$ cat src/rtl/booth_ctrl.sv
// Sequencer for a radix-2 Booth multiplier datapath: load, examine, add/sub, shift, done.
// Optional feature: define BOOTH_ABORT_EN to add an abort input that cancels an operation.
module booth_ctrl #(
    parameter int unsigned REG_WIDTH = 8,
    localparam int unsigned CNT_W = $clog2(REG_WIDTH + 1)
) (
    input  logic             clk,
    input  logic             rst_n,
    input  logic             start,
`ifdef BOOTH_ABORT_EN
    input  logic             abort,
`endif
    input  logic             q0,
    input  logic             qm1,
    output logic             ld_m,
    output logic             ld_q,
    output logic             clr_a,
    output logic             ld_a,
    output logic             alu_sub,
    output logic             shr,
    output logic             dump,
    output logic             busy,
    output logic             done,
    output logic [CNT_W-1:0] cnt
);

    localparam logic [2:0] IDLE    = 3'd0;
    localparam logic [2:0] LOAD    = 3'd1;
    localparam logic [2:0] EXAMINE = 3'd2;
    localparam logic [2:0] SUB     = 3'd3;
    localparam logic [2:0] ADD     = 3'd4;
    localparam logic [2:0] SHIFT   = 3'd5;
    localparam logic [2:0] DONE    = 3'd6;

    logic [2:0]       state_q, state_d;
    logic [CNT_W-1:0] cnt_q, cnt_d;

    always_comb begin
        state_d = state_q;
        cnt_d   = cnt_q;
        case (state_q)
            IDLE: begin
                if (start) state_d = LOAD;
            end
            LOAD: begin
                cnt_d   = CNT_W'(REG_WIDTH);
                state_d = EXAMINE;
            end
            EXAMINE: begin
                case ({q0, qm1})
                    2'b10:   state_d = SUB;
                    2'b01:   state_d = ADD;
                    default: state_d = SHIFT;
                endcase
            end
            SUB, ADD: begin
                state_d = SHIFT;
            end
            SHIFT: begin
                // cnt is at least 1 here, so the decrement cannot wrap
                cnt_d   = cnt_q - CNT_W'(1);
                state_d = (cnt_q == CNT_W'(1)) ? DONE : EXAMINE;
            end
            DONE: begin
                state_d = IDLE;
            end
            default: begin
                state_d = IDLE;
                cnt_d   = '0;
            end
        endcase
`ifdef BOOTH_ABORT_EN
        if (abort && (state_q != IDLE)) begin
            state_d = IDLE;
            cnt_d   = '0;
        end
`endif
    end

    always_ff @(posedge clk or negedge rst_n) begin
        if (!rst_n) begin
            state_q <= IDLE;
            cnt_q   <= '0;
        end else begin
            state_q <= state_d;
            cnt_q   <= cnt_d;
        end
    end

    // Moore outputs: decoded from the registered state only
    assign ld_m    = (state_q == LOAD);
    assign ld_q    = (state_q == LOAD);
    assign clr_a   = (state_q == LOAD);
    assign ld_a    = (state_q == SUB) || (state_q == ADD);
    assign alu_sub = (state_q == SUB);
    assign shr     = (state_q == SHIFT);
    assign dump    = (state_q == DONE);
    assign done    = (state_q == DONE);
    assign busy    = (state_q == LOAD) || (state_q == EXAMINE) || (state_q == SUB) ||
                     (state_q == ADD) || (state_q == SHIFT);
    assign cnt     = cnt_q;

endmodule
$ cat config.mk
export PLATFORM = sky130hd
export DESIGN_NAME = booth_ctrl
export DESIGN_NICKNAME = d
export VERILOG_FILES = /design/src/rtl/booth_ctrl.sv
export SDC_FILE = /design/constraint.sdc
export NUM_CORES = 1
export LEC_CHECK = 0
export BUFFER_PORTS_ARGS = -buffer_cell sky130_fd_sc_hd__clkbuf_2
export CAP_MARGIN = 20
export CORE_AREA = 2 2 39 41
export CTS_CLUSTER_SIZE = 28
export DETAILED_ROUTE_END_ITERATION = 12
export DIE_AREA = 0 0 41 43
export SLEW_MARGIN = 10
export SYNTH_ARGS = -nofsm -noshare
export SYNTH_HDL_FRONTEND = slang
export SYNTH_SLANG_ARGS = --single-unit
$ cat constraint.sdc
create_clock -name clk -period 1.3 [get_ports clk]
set_input_delay 0.195 -clock clk [delete_from_list [all_inputs] [get_ports clk]]
set_output_delay 0.195 -clock clk [all_outputs]
set_load 0.005 [all_outputs]
=== Yosys cells after proc, flatten, opt, wreduce, memory -nomap -nowiden ===
Cells that the tools add are included.

* Add/sub/neg operators: 1
* Equal/unequal tests: 10
* Multiplexer cells: 5
* Reduce and logical (&&, ||, !) cells: 8

{| class="wikitable"
|+ Operator list
! cell !! number
|-
| $pmux W3 S5 || 1
|-
| $pmux W4 S3 || 1
|-
| $eq A3 B3 Y1 const B || 3
|-
| $eq A3 B2 Y1 const B || 2
|-
| $mux W3 || 2
|-
| $pmux W3 S2 || 1
|-
| $logic_or A1 B1 Y1 || 5
|-
| $reduce_or A5 Y1 || 1
|-
| $eq A4 B1 Y1 const B || 1
|-
| $sub A4 B1 Y4 const B || 1
|-
| $eq A3 B1 Y1 const B || 1
|-
| $logic_not A3 Y1 || 1
|-
| $eq A2 B1 Y1 const B || 1
|-
| $eq A2 B2 Y1 const B || 1
|-
| $ne A2 B2 Y1 const B || 1
|-
| $reduce_or A2 Y1 || 1
|}

* Register bits: 7
* Bits of input ports: 5
* Output and inout bits: 13
* Logic and storage cells: 26

=== Longest topological paths before layout ===
Gate-level depths: netlist of the first run.

* Word-level depth: 5
* Mapped depth: 5
* Mapped depth without buffers: 4

=== Worst setup path after synthesis of the first run ===
Ideal clock, no wire load.

* Path type: reg2out
* Start: register state_q[1]
* End: output port ld_m
* Data arrival time: 0.979 ns
* Data required time: 1.105 ns
* Setup slack: 0.126 ns
* Cell stages (with the launch flop): 6
* Path buffers: 2
* Path through: dfrtp_1 -> buf_2 -> inv_1 -> nand2_1 -> nor2_1 -> buf_4

* Longest elaborated chain between the ends: 1

{| class="wikitable"
|+ RTL lines
! element !! RTL line !! RTL
|-
| from (decl) || 35 || <nowiki>logic [2:0] state_q, state_d;</nowiki>
|-
| from (signal assigned) || 85 || <nowiki>state_q <= state_d;</nowiki>
|-
| $eq A3 B1 Y1 || -- ||
|-
| to (decl) || 15 || <nowiki>output logic ld_m,</nowiki>
|}

Every way passes these cells.

=== Worst setup path in the final report of the first run ===
* Start: register state_q[2]
* End: output port busy

* Longest elaborated chain between the ends: 5
* Elaborated cells on any way between the ends: 9
* Classes of those cells: eq/ne (5); reduce/logical (4)

{| class="wikitable"
|+ RTL lines
! element !! RTL line !! RTL
|-
| $eq A3 B1 Y1 or $eq A3 B2 Y1 (tied branches) || 99 || <nowiki>assign busy = (state_q == LOAD) || (state_q == EXAMINE) || (state_q == SUB) ||</nowiki>
|-
| $logic_or A1 B1 Y1 (3 in series) || 99 ||
|-
| $logic_or A1 B1 Y1 (*) || 100 || <nowiki>(state_q == ADD) || (state_q == SHIFT);</nowiki>
|-
| to (decl) || 22 || <nowiki>output logic busy,</nowiki>
|}

Mark *: on every way between the ends. The rest lies on a longest branch, timed or not.

==> results.txt, run 1 <==
- The multi-input combinational cells in the finished layout cover a total of 303 um2.
- Final setup vio count: 7
- Source of the worst register-to-register timing path: state_q[2]
- Global routing used 1.57% of the available met3 tracks.
- In the layout the commonest cells are sky130_fd_sc_hd__clkbuf_2 (15), sky130_fd_sc_hd__buf_4 (9), sky130_fd_sc_hd__nand2_1 (6), sky130_fd_sc_hd__nor2_1 (5), sky130_fd_sc_hd__dfrtp_1 (4).
* Netlist Area Pre-Place: 478 um2
- The filler cells instantiated in the layout total 125.
* Startpoint of the lowest-slack hold path: q0
- Overall track demand over capacity in global routing: 16.1%
- Number of pins with negative max-slew slack in the final report: 0
* Depth of the worst hold-timing path: 3
- Later-pin clock latency in the skew report: 250 ps
* Power consumption: 1.90 mW
- Count of vias placed by the detailed router: 484
- Relative to the synthesized area, the layout overhead comes to 51.6%.
* Worst Max-Slew Pin Slew: 236 ps
- After layout, the worst path uses 106% of the clock period.
* Pre-Repair DR Iteration Count: 1
- Final-stage net count: 90
- Post-synthesis average cell area: 8.69 um2
* Maximum single-stage delay on the critical path: 470 ps
* Total instance count after detailed placement: 85
* Weighted congestion at the end of routability-driven global placement: 0.750
- The number of antenna violations at the first check in global routing is 0.
- Once layout is complete, the utilization of the core stands at 52.4%.
* Starting Density: 34.5%
- Largest net degree at the start of global routing: 8
- Synthesis produced a netlist with a net count of 62.
* Drt total wl: 1.28 mm
- Synthesis produced a netlist whose cell count is 55.
* Reg2reg path depth: 5
* Total of flip-flops plus latches after synthesis: 7
- After the first detailed-routing iteration, the DRC count stood at 0.
- Across the VDD grid, the largest voltage drop is 1.18 mV.
- Full die area: 1760 um2
- Sequential elements use 36.6% of the synthesized area.
- The first global-routing pass estimated 1.86 mm of wire.
- Power spread over the standard cell area amounts to 2620 nW/um2.
- Max-cap violations in this run came to 0.
- Crit path cell chain: buf_6, nor3_4, a21oi_2, clkbuf_2
- In the final layout, the share of cells above drive strength 1 is 58.5%.
- The via count of the first global-routing pass is 449.
- Static timing analysis puts the maximum clock frequency at 0.729 GHz.
- Cell at the slowest stage of the critical path: sky130_fd_sc_hd__dfrtp_2
- Yosys mapped a number of flops with a built-in enable equal to 0.
- Among all flip-flop cells after synthesis, the most frequent one is sky130_fd_sc_hd__dfrtp_1.
- Row generation in the floorplan step produced 14 rows.
- Global-route track usage on met1: 18.6%
* Clock buffers created by TritonCTS: 3
* Die height: 43 um
- During I/O placement, the number of pins put on the boundary was 18.
- CP Data Required Time: 1110 ps
- Kind of launch point of the worst setup path: flop
* Sum of negative setup slack: -137 ps
* Global route hottest layer: met2
- The smallest clock period supported by the final layout is computed as 1370 ps.
- Endpoint with the worst hold slack: state_q[1]
* Vias per cell: 4.94
- Unrepaired setup endpoints after global routing: yes
- The synthesized netlist contains 26 unique library cells.
- Most common cell after layout, fill and taps aside: sky130_fd_sc_hd__clkbuf_2
- After detailed routing, the average wire length per cell comes to 13.1 um.
- Worst Setup Path Type: flop to output port
- Asr flop ratio synth: 100%
* Max clock buf depth: 2
- In this run the static leakage power is 0.365 nW.
* Status: finished, violations left
* Worst setup slack before clock tree synthesis: 112 ps
* Number of remaining DRC errors: 0
- Root Buffer: sky130_fd_sc_hd__clkbuf_4
- Once detail routing completed, the nets flagged for antenna violations numbered 0.
- Setup slack on the worst reg-to-reg path comes out at 20 ps.
- For the final database, setup skew stands at 3.23 ps.
* Type of the worst min-delay path: input pin to flop
- After legalization and detailed placement, the total HPWL measured 785 um.
* Core Footprint: 1380 um2
- Final standard cell count with taps included and fillers excluded: 98
- Failing checks: negative setup slack
- At the worst endpoint, the arrival time is 1180 ps.
- For this design, the sink count on the clock tree is 7.
- Registers take 179 um2.
- Endpoint kind of the worst setup timing path: output port
* Port bufs: 17
* Yosys warnings: 0
- CTS tree: yes
- Across all setup checks in the final design, the least slack found is -72.3 ps.
- Met2 usage in global routing: 25.3%
- The endpoint identified for the worst register-to-register timing path is cnt[0].
- Chip width: 41 um
* Final hold violation count: 0
- Slew margin rel.: 84.1%
* Clock transition at the registers of the reported paths: 60 ps
* Crit path max fanout: 6
- In this run the number of H-tree levels came out at 1.
* Total gr overflow: 0
- Antenna cells: 0
## power breakdown
part | internal, mW | switching (mW)
Clock | 0.118 | 0.0867
Sequential | 0.329 | 0.190
Combinational | 0.643 | 0.531
Total | 1.09 | 0.808
## how the worst max path moves through the flow
| stage | slack (ps) | cells after the start | from | endpoint |
|---|---|---|---|---|
| after CTS | -20 | 4 | state_q[2] | busy |
| after global routing | -110 | 4 | state_q[2] | busy |
| after global placement | 110 | 4 | state_q[1] | cnt[0] |
| final | -70 | 4 | state_q[2] | busy |
| after floorplan | 130 | 5 | state_q[1] | ld_m |
| after detailed placement | 110 | 3 | state_q[2] | cnt[0] |
## synth_stat cells (2+ instances only)
master | instances | area [um2]
sky130_fd_sc_hd__a21oi_1 | 3 | 15.0
sky130_fd_sc_hd__buf_4 | 4 | 30.0
sky130_fd_sc_hd__dfrtp_1 | 7 | 175
sky130_fd_sc_hd__ha_1 | 2 | 25.0
sky130_fd_sc_hd__inv_1 | 3 | 11.3
sky130_fd_sc_hd__mux2i_1 | 2 | 20.0
sky130_fd_sc_hd__nand2_1 | 7 | 26.3
sky130_fd_sc_hd__nor2_1 | 8 | 30.0
sky130_fd_sc_hd__nor3_1 | 2 | 10.0
## cell families (layout without fill, tap and decap cells)
group	count (synthesis)	in the layout	synth area share [%]
AO/OA/AOI/OAI	11	11	16.2
adder cells (fa/ha/maj)	2	2	5.23
buffers and inverters	9	36	12.0
flip-flops	7	7	36.6
multiplexers	3	3	6.54
AND/OR/NAND/NOR	23	23	23.3
## per-stage QoR
step / hold WS [ps] / area [um2]
after detailed placement: 49.1 / 559
after CTS: 177 / 694
after global placement: 45.0 / 559
final: 193 / 724
after global routing: 201 / 724
after floorplan: -101 / 478
## timing repair
action	4_1_cts	5_1_grt
cloned	0	0
hold buffers	1	0
setup buffers	8	0
hold endpoints to repair	7	0
gates resized for setup	11	10
setup endpoints to repair	9	13
pin swaps	1	1
## area by class of cell
cell class	instances	area share, %
Timing Repair Buffer	29	25.6
Multi-Input combinational cell	39	41.8
Clock buffer	4	3.63
Sequential cell	7	24.7
Inverter	3	1.55
Tap cell	16	2.76
## routing by layer
metal | part of all wire, % | vias up
li1 | - | 236
met1 | 39 | 231
met2 | 55 | 13
met3 | 2.3 | 4
met4 | 3.0 | 0
met5 | 0 | -
## flip-flops by register name, indices dropped and copies added (netlist names)
signal   flops
cnt          4
state_q      3
## worst max-delay path, delay by kind of cell, from the launching register on
family,cells,cell delay (ps)
flops,1,470
buf+inv,2,270
simple gates,1,130
compound gates,1,60
Power figures use the tool's default switching activity.
==> inputs of run 2 (changes only) <==
==> config.mk (replaced) <==
export PLATFORM = sky130hd
export DESIGN_NAME = booth_ctrl
export DESIGN_NICKNAME = d
export VERILOG_FILES = /design/src/rtl/booth_ctrl.sv
export SDC_FILE = /design/constraint.sdc
export NUM_CORES = 1
export LEC_CHECK = 0
export CAP_MARGIN = 20
export CORE_MARGIN = 2
export CORE_UTILIZATION = 35
export CTS_CLUSTER_SIZE = 28
export DETAILED_ROUTE_END_ITERATION = 12
export DONT_BUFFER_PORTS = 1
export SKIP_CTS_REPAIR_TIMING = 1
export SLEW_MARGIN = 10
export SYNTH_ARGS = -nofsm -noshare
export SYNTH_HDL_FRONTEND = slang
export SYNTH_SLANG_ARGS = --single-unit
==> run 2 against run 1 <==
The run now ends clean. Cell count decreased by 23%. Routed wire length decreased by 26%. Largest power group unchanged. Clock skew increased by 1.8 ps. Sequential share of layout area increased by 6.9 points. Critical path depth decreased by 1. Register-to-register slack improved by 100 ps. Setup slack improved by 140 ps. Maximum frequency increased by 12%. Clock-buffer cell count unchanged. Via count decreased by 21%. Largest cell class unchanged. Global-route usage decreased by 4.5 points. Flip-flop and latch count unchanged. Highest routed layer unchanged.
==> results.txt, run 2 (synthesis gave the netlist of run 1 again) <==
* Status: finished, final reports clean
- The number of pins exceeding their max-slew limit in the final report came to 0 (unchanged).
- Count of vias placed by the detailed router: 382 (-21%)
* Total instance count after detailed placement: 65 (-24%)
* Max clock buf depth: 2 (unchanged)
- Number of remaining DRC errors: 0 (unchanged)
- Startpoint of the lowest-slack hold path: q0
- Worst Setup Path Type: flop to output port
- The violation count after the first detailed-routing iteration came to 8 (+8).
- Source of the worst register-to-register timing path: state_q[1]
* Reg2Reg Setup Slack: 120 ps (+100 ps)
* Avg WL per Cell: 12.6 um (-3.2%)
- I/O pin total: 18 (unchanged)
* Chip width: 41.0 um (-0.11%)
* Clock buffers created by TritonCTS: 3 (unchanged)
- The sequential cell area was 179 um2 (unchanged).
* Clock transition at the registers of the reported paths: 50 ps (about the same)
* Final setup vio count: 0 (-7)
* Final hold violation count: 0 (unchanged)
- The worst setup path is launched from a flop.
- Most frequent cells in the layout: sky130_fd_sc_hd__nand2_1 (7), sky130_fd_sc_hd__nor2_1 (6), sky130_fd_sc_hd__buf_4 (5), sky130_fd_sc_hd__dfrtp_1 (4)
- Vias in the first global route: 275 (-39%)
* Final-stage net count: 68 (-24%)
- Number of standard-cell rows in the floorplan: 13 (-1)
- Arrival time of data at the critical path endpoint: 1030 ps (-150 ps)
- The maximum clock skew at final layout is 4.99 ps (+1.76 ps).
- The aggregate global-route resource usage was 11.6% (-4.5 points).
- The number of cells on the worst hold path came to 2 (-1).
* Full die area: 1680 um2 (-4.9%)
* Core Footprint: 1280 um2 (-7.1%)
- Among all stages on the critical path, the largest delay is contributed by sky130_fd_sc_hd__dfrtp_2.
- The count of fill cells added during filler insertion came to 133 (+6.4%).
* Endpoint kind of the worst setup timing path: output port
* Vias per cell: 5.09 (+3.1%)
- The first-pass GRT wire length came to 1.21 mm (-35%).
- Portion of the clock cycle consumed by the worst path in the final layout: 94.6% (-11 points)
- Type of the worst min-delay path: input pin to flop
- Post-Route Hold Slack: 93.6 ps (-99.4 ps)
- The endpoint identified for the worst register-to-register timing path is cnt[0].
* Flip-flop count of the largest register, all copies and words added: 4 (unchanged)
* Critical Path Stages: 3 (-1)
- The number of cells in the finished layout apart from fillers is 75 (-23%).
* Power consumption: 1.50 mW (-21%)
- Worst supply voltage drop on vdd: 0.899 mV (-24%)
- Root Buffer: sky130_fd_sc_hd__clkbuf_4
- Max Cap Violations: 0 (unchanged)
* CTS H-tree depth: 1 (unchanged)
- The later-pin clock latency in the skew report came to 250 ps (about the same).
- Area added between synthesis and finish: 18.3%
* Largest net degree at the start of global routing: 14 (+6)
- Endpoint with the worst hold slack: state_q[1]
- The maximum fanout along the worst path is 8 (+2).
- CP Data Required Time: 1110 ps (about the same)
* Max Clk Rate: 0.813 GHz (+12%)
* Most common cell after layout, fill and taps aside: sky130_fd_sc_hd__nand2_1
- The path depth of the worst reg2reg path came to 4 (-1).
- The initial core utilization is 37.2% (+2.7 points).
- Maximum single-stage delay on the critical path: 440 ps (-30 ps)
* Worst path bufs/invs: 1 (-1)
- Slew margin rel.: 77.3% (-6.8 points)
* Antenna violation net count after detailed routing: 0 (unchanged)
- CTS tree: yes
* Pre-Repair DR Iteration Count: 4 (+3)
- Total gr overflow: 0 (unchanged)
- The number of antenna violations at the first check in global routing was 0 (unchanged).
- The layout cell share with drive strength beyond 1 came to 35.0% (-24 points).
- The clock period minus worst slack came to 1230 ps (-143 ps).
- The number of I/O port buffers was 0 (-17).
- Post-DP HPWL: 674 um (-14%)
- Number of sinks handled by clock tree synthesis: 7 (unchanged)
- Broken down by cell family, the worst path's largest delay share belongs to flip-flops.
- Die height: 41.0 um (-4.8%)
- Antenna cells: 0 (unchanged)
- The total area of multi-input combinational cells came to 269 um2 (-11%).
- Leakage power: 0.257 nW (-30%)
- Total power density per cell area: 2660 nW/um2 (+1.5%)
- Walking the worst path, the cells encountered are buf_6, nor3_1, a21oi_1.
- Drt total wl: 948 um (-26%)
* Worst Max-Slew Pin Slew: 340 ps (+104 ps)
- Weighted congestion at the end of routability-driven global placement: 0.768 (+2.4%)
run 2: cell types whose count changed in the layout (fill, tap and decap cells not counted), moves of 2 or more:
cell	before	now
sky130_fd_sc_hd__a21oi_2	2	0
sky130_fd_sc_hd__a21oi_1	1	3
sky130_fd_sc_hd__clkbuf_2	15	0
sky130_fd_sc_hd__buf_4	9	5
sky130_fd_sc_hd__buf_2	2	0
run 2: how the worst max path moves through the flow:
| stage | endpoint | start |
|---|---|---|
| detailed placement | clr_a | state_q[1] |
| global route | clr_a | state_q[1] |
| floorplan | ld_m | state_q[1] |
| CTS | clr_a | state_q[1] |
| global placement | clr_a | state_q[1] |
| finish | busy | state_q[2] |
run 2: final cells by class:
| cell class | instances | area share, % |
|---|---|---|
| repair buffers | 7 | 10.4 |
| inverters | 3 | 2.43 |
| multi-input cells | 39 | 47.6 |
| clock buffers | 4 | 4.65 |
| well taps | 15 | 3.32 |
| flip-flops and latches | 7 | 31.6 |
run 2: routing by layer:
metal  global-route usage [%]  routed length, um  up-vias
li1                         -                  -      199
met1                     14.0                399      174
met2                     18.4                500        7
met3                     4.35                 40        2
met4                     5.00                  7        0
met5                        0                  0        -
run 2: stage by stage:
step	util [%]	area, um2	setup slack [ps]	setup TNS, ps
after floorplan	-	478	126	0
after global placement	35.6	458	125	0
after detailed placement	35.6	458	125	0
after CTS	37.7	484	-143	-617
after global routing	44.0	566	-0.450	-1.35
final	44.0	566	70.7	0
run 2: power by group:
part / switching (mW) / leakage (nW) / internal, mW
Combinational: 0.385 / 0.157 / 0.410
Sequential: 0.178 / 0.0847 / 0.329
Clock: 0.0837 / 0.0150 / 0.117
Total: 0.646 / 0.257 / 0.857
==> inputs of run 3 (changes only) <==
==> constraint.sdc (replaced) <==
create_clock -name clk -period 1.3 [get_ports clk]
set_input_delay 0.13 -clock clk [delete_from_list [all_inputs] [get_ports clk]]
set_output_delay 0.13 -clock clk [all_outputs]
set_load 0.005 [all_outputs]
==> run 3 against run 2 <==
Flip-flop and latch count unchanged. Routed wire length decreased by 2.4%. Via count decreased by 0.79%. Clock power about the same. Total power decreased by 6.6%. Register-to-register slack about the same. Setup slack got worse by 3.0 ps. Global-route usage increased by 1.2 points. Combinational power decreased by 13%. Die area unchanged. Clock-buffer cell count decreased by 1. Utilization decreased by 2.0 points. Critical endpoint is now dump. Largest power group unchanged. Highest routed layer is now met3.
==> results.txt, run 3 (synthesis gave the netlist of run 1 again) <==
- Status: finished, final reports clean
* P_sw: 0.631 mW (-2.3%)
- The utilization after layout came to 42.0% (-2.0 points).
- The number of cells in the finished layout apart from fillers was 73 (-2.7%).
- The maximum root-to-sink buffer count came to 2 (unchanged).
* Drt total wl: 925 um (-2.4%)
* Unrepaired setup endpoints after global routing: yes
- The chip width is 41.0 um (unchanged).
* Worst Setup Path Type: flop to output port
- Endpoint kind of the worst setup timing path: output port
* Largest net degree at the start of global routing: 14 (unchanged)
- Max Cap Violations: 0 (unchanged)
* Final setup vio count: 0 (unchanged)
* Max Clk Rate: 0.812 GHz (-0.24%)
- Cell area reported after detailed placement: 465 um2 (+1.6%)
* Clock buffers created by TritonCTS: 3 (unchanged)
* Arrival time of data at the critical path endpoint: 1100 ps (+70 ps)
* Cell internal pwr: 0.772 mW (-9.9%)
* CP Data Required Time: 1170 ps (+60 ps)
- Most frequent cells in the layout: sky130_fd_sc_hd__nand2_1 (7), sky130_fd_sc_hd__nor2_1 (6), sky130_fd_sc_hd__dfrtp_1 (5)
* Total instance count after detailed placement: 66 (+1.5%)
* Number of remaining DRC errors: 0 (unchanged)
* Weighted congestion at the end of routability-driven global placement: 0.745 (-3.0%)
- Clock transition at the registers of the reported paths: 50 ps (about the same)
- Kind of launch point of the worst setup path: flop
* Port bufs: 0 (unchanged)
- Switch share: 45.0% (+2.0 points)
- The sequential cell fraction of total power came to 36.5% (+2.7 points).
- Leakage power: 0.245 nW (-4.7%)
- Vias per cell: 5.19 (+1.9%)
- Antenna violation net count after detailed routing: 0 (unchanged)
- Worst supply voltage drop on vdd: 1.11 mV (+24%)
* Post-DP HPWL: 705 um (+4.5%)
- The maximum fanout along the worst path is 8 (unchanged).
- Total gr overflow: 0 (unchanged)
- The path class of the tightest hold or removal check is input pin to flop.
- Total power density per cell area: 2600 nW/um2 (-2.1%)
* Portion of the clock cycle consumed by the worst path in the final layout: 94.8% (+0.23 points)
- Area added between synthesis and finish: 12.8%
- The worst-case register-to-register setup slack was 110 ps (about the same).
- The clock period minus worst slack is 1230 ps (+2.98 ps).
* Count of vias placed by the detailed router: 379 (-0.79%)
- The via count of the first global-routing pass came to 299 (+8.7%).
* Violation count after the first detailed-route iteration: 11 (+3)
- The number of antenna repair diodes came to 0 (unchanged).
- Flip-flop count of the largest register, all copies and words added: 4 (unchanged)
- Number of standard-cell rows in the floorplan: 13 (unchanged)
- The number of pins exceeding their max-slew limit in the final report was 0 (unchanged).
- The total die area came to 1680 um2 (unchanged).
- The first-pass GRT wire length was 1.28 mm (+5.1%).
* Clock Skews: 0.216 ps (-4.78 ps)
- The area inside the core boundary came to 1280 um2 (unchanged).
- Overall track demand over capacity in global routing: 12.8% (+1.2 points)
- The relative slew slack came to 78.5% (+1.2 points).
* CTS tree: yes
- Most common cell after layout, fill and taps aside: sky130_fd_sc_hd__nand2_1
* Later-pin clock latency in the skew report: 250 ps (about the same)
- The number of failing hold endpoints at the final stage is 0 (unchanged).
- The final net count is 66 (-2.9%).
- The slew at the pin with the worst max-slew slack came to 322 ps (-17.8 ps).
* Layout cells sized above 1: 29.3% (-5.7 points)
* Number of sinks handled by clock tree synthesis: 7 (unchanged)
- The count of boundary I/O pins was 18 (unchanged).
* Root Buffer: sky130_fd_sc_hd__clkbuf_4
* Combinational group share of total power: 49.5% (-3.4 points)
- Portion of total power attributed to the clock network: 14.1% (+0.7 points)
- The total number of H-tree levels was 1 (unchanged).
- The chip height came to 41.0 um (unchanged).
- The detailed-routing iteration count for the pre-antenna-repair pass came to 4 (unchanged).
- Initial antenna violation count: 0 (unchanged)
* Avg WL per Cell: 12.7 um (+0.25%)
- The initial core utilization came to 37.2% (unchanged).
* Cell area after layout: 539 um2 (-4.6%)
* Power consumption: 1.40 mW (-6.6%)
## run 3: power by group through the flow
| stage | Sequential, mW | Clock (mW) | Combinational [mW] |
|---|---|---|---|
| final | 0.512 | 0.198 | 0.694 |
| after global routing | 0.532 | 0.229 | 0.776 |
| after CTS | 0.501 | 0.207 | 0.629 |
| after detailed placement | 0.505 | 0 | 0.627 |
| after global placement | 0.509 | 0 | 0.616 |
| after floorplan | 0.420 | 0 | 0.650 |
## run 3: worst paths after layout
kind                                   end       start  cells past startpoint
worst max-delay path                  dump  state_q[2]                      3
worst min-delay path            state_q[1]         qm1                      3
worst max register to register      cnt[1]      cnt[0]                      4
worst min register to register      cnt[3]  state_q[2]                      1
max in group asynchronous       state_q[0]       rst_n                      1
min in group asynchronous           cnt[2]       rst_n                      1
## run 3: metal layers
metal	share of wire, %	track usage (%)
met5	0	0
met3	9.1	10.3
met1	39	13.8
met2	51	19.5
met4	0	2.50
## run 3: stage by stage
step | setup TNS [ps] | setup slack (ps) | hold WS (ps)
floorplan | 0 | 191 | -166
global placement | 0 | 126 | -165
detailed placement | 0 | 105 | -165
CTS | -237 | -68.2 | -440
global route | -34.7 | -17.3 | 58.6
finish | 0 | 67.7 | 65.0
## run 3: final cells by class
type,instances,area [um2]
sequential,7,178
clock inverter,1,5.00
timing repair buffer,5,42.5
inverter,3,11.3
tap,15,18.8
multi-input combinational,39,262
fill,124,746
clock buffer,3,22.5
## run 3: worst max-delay path, stage by stage, from the launching register on
cell,delay [ps]
sky130_fd_sc_hd__dfrtp_1,410
sky130_fd_sc_hd__buf_4,190
sky130_fd_sc_hd__nand2b_1,100
sky130_fd_sc_hd__nor2_2,150
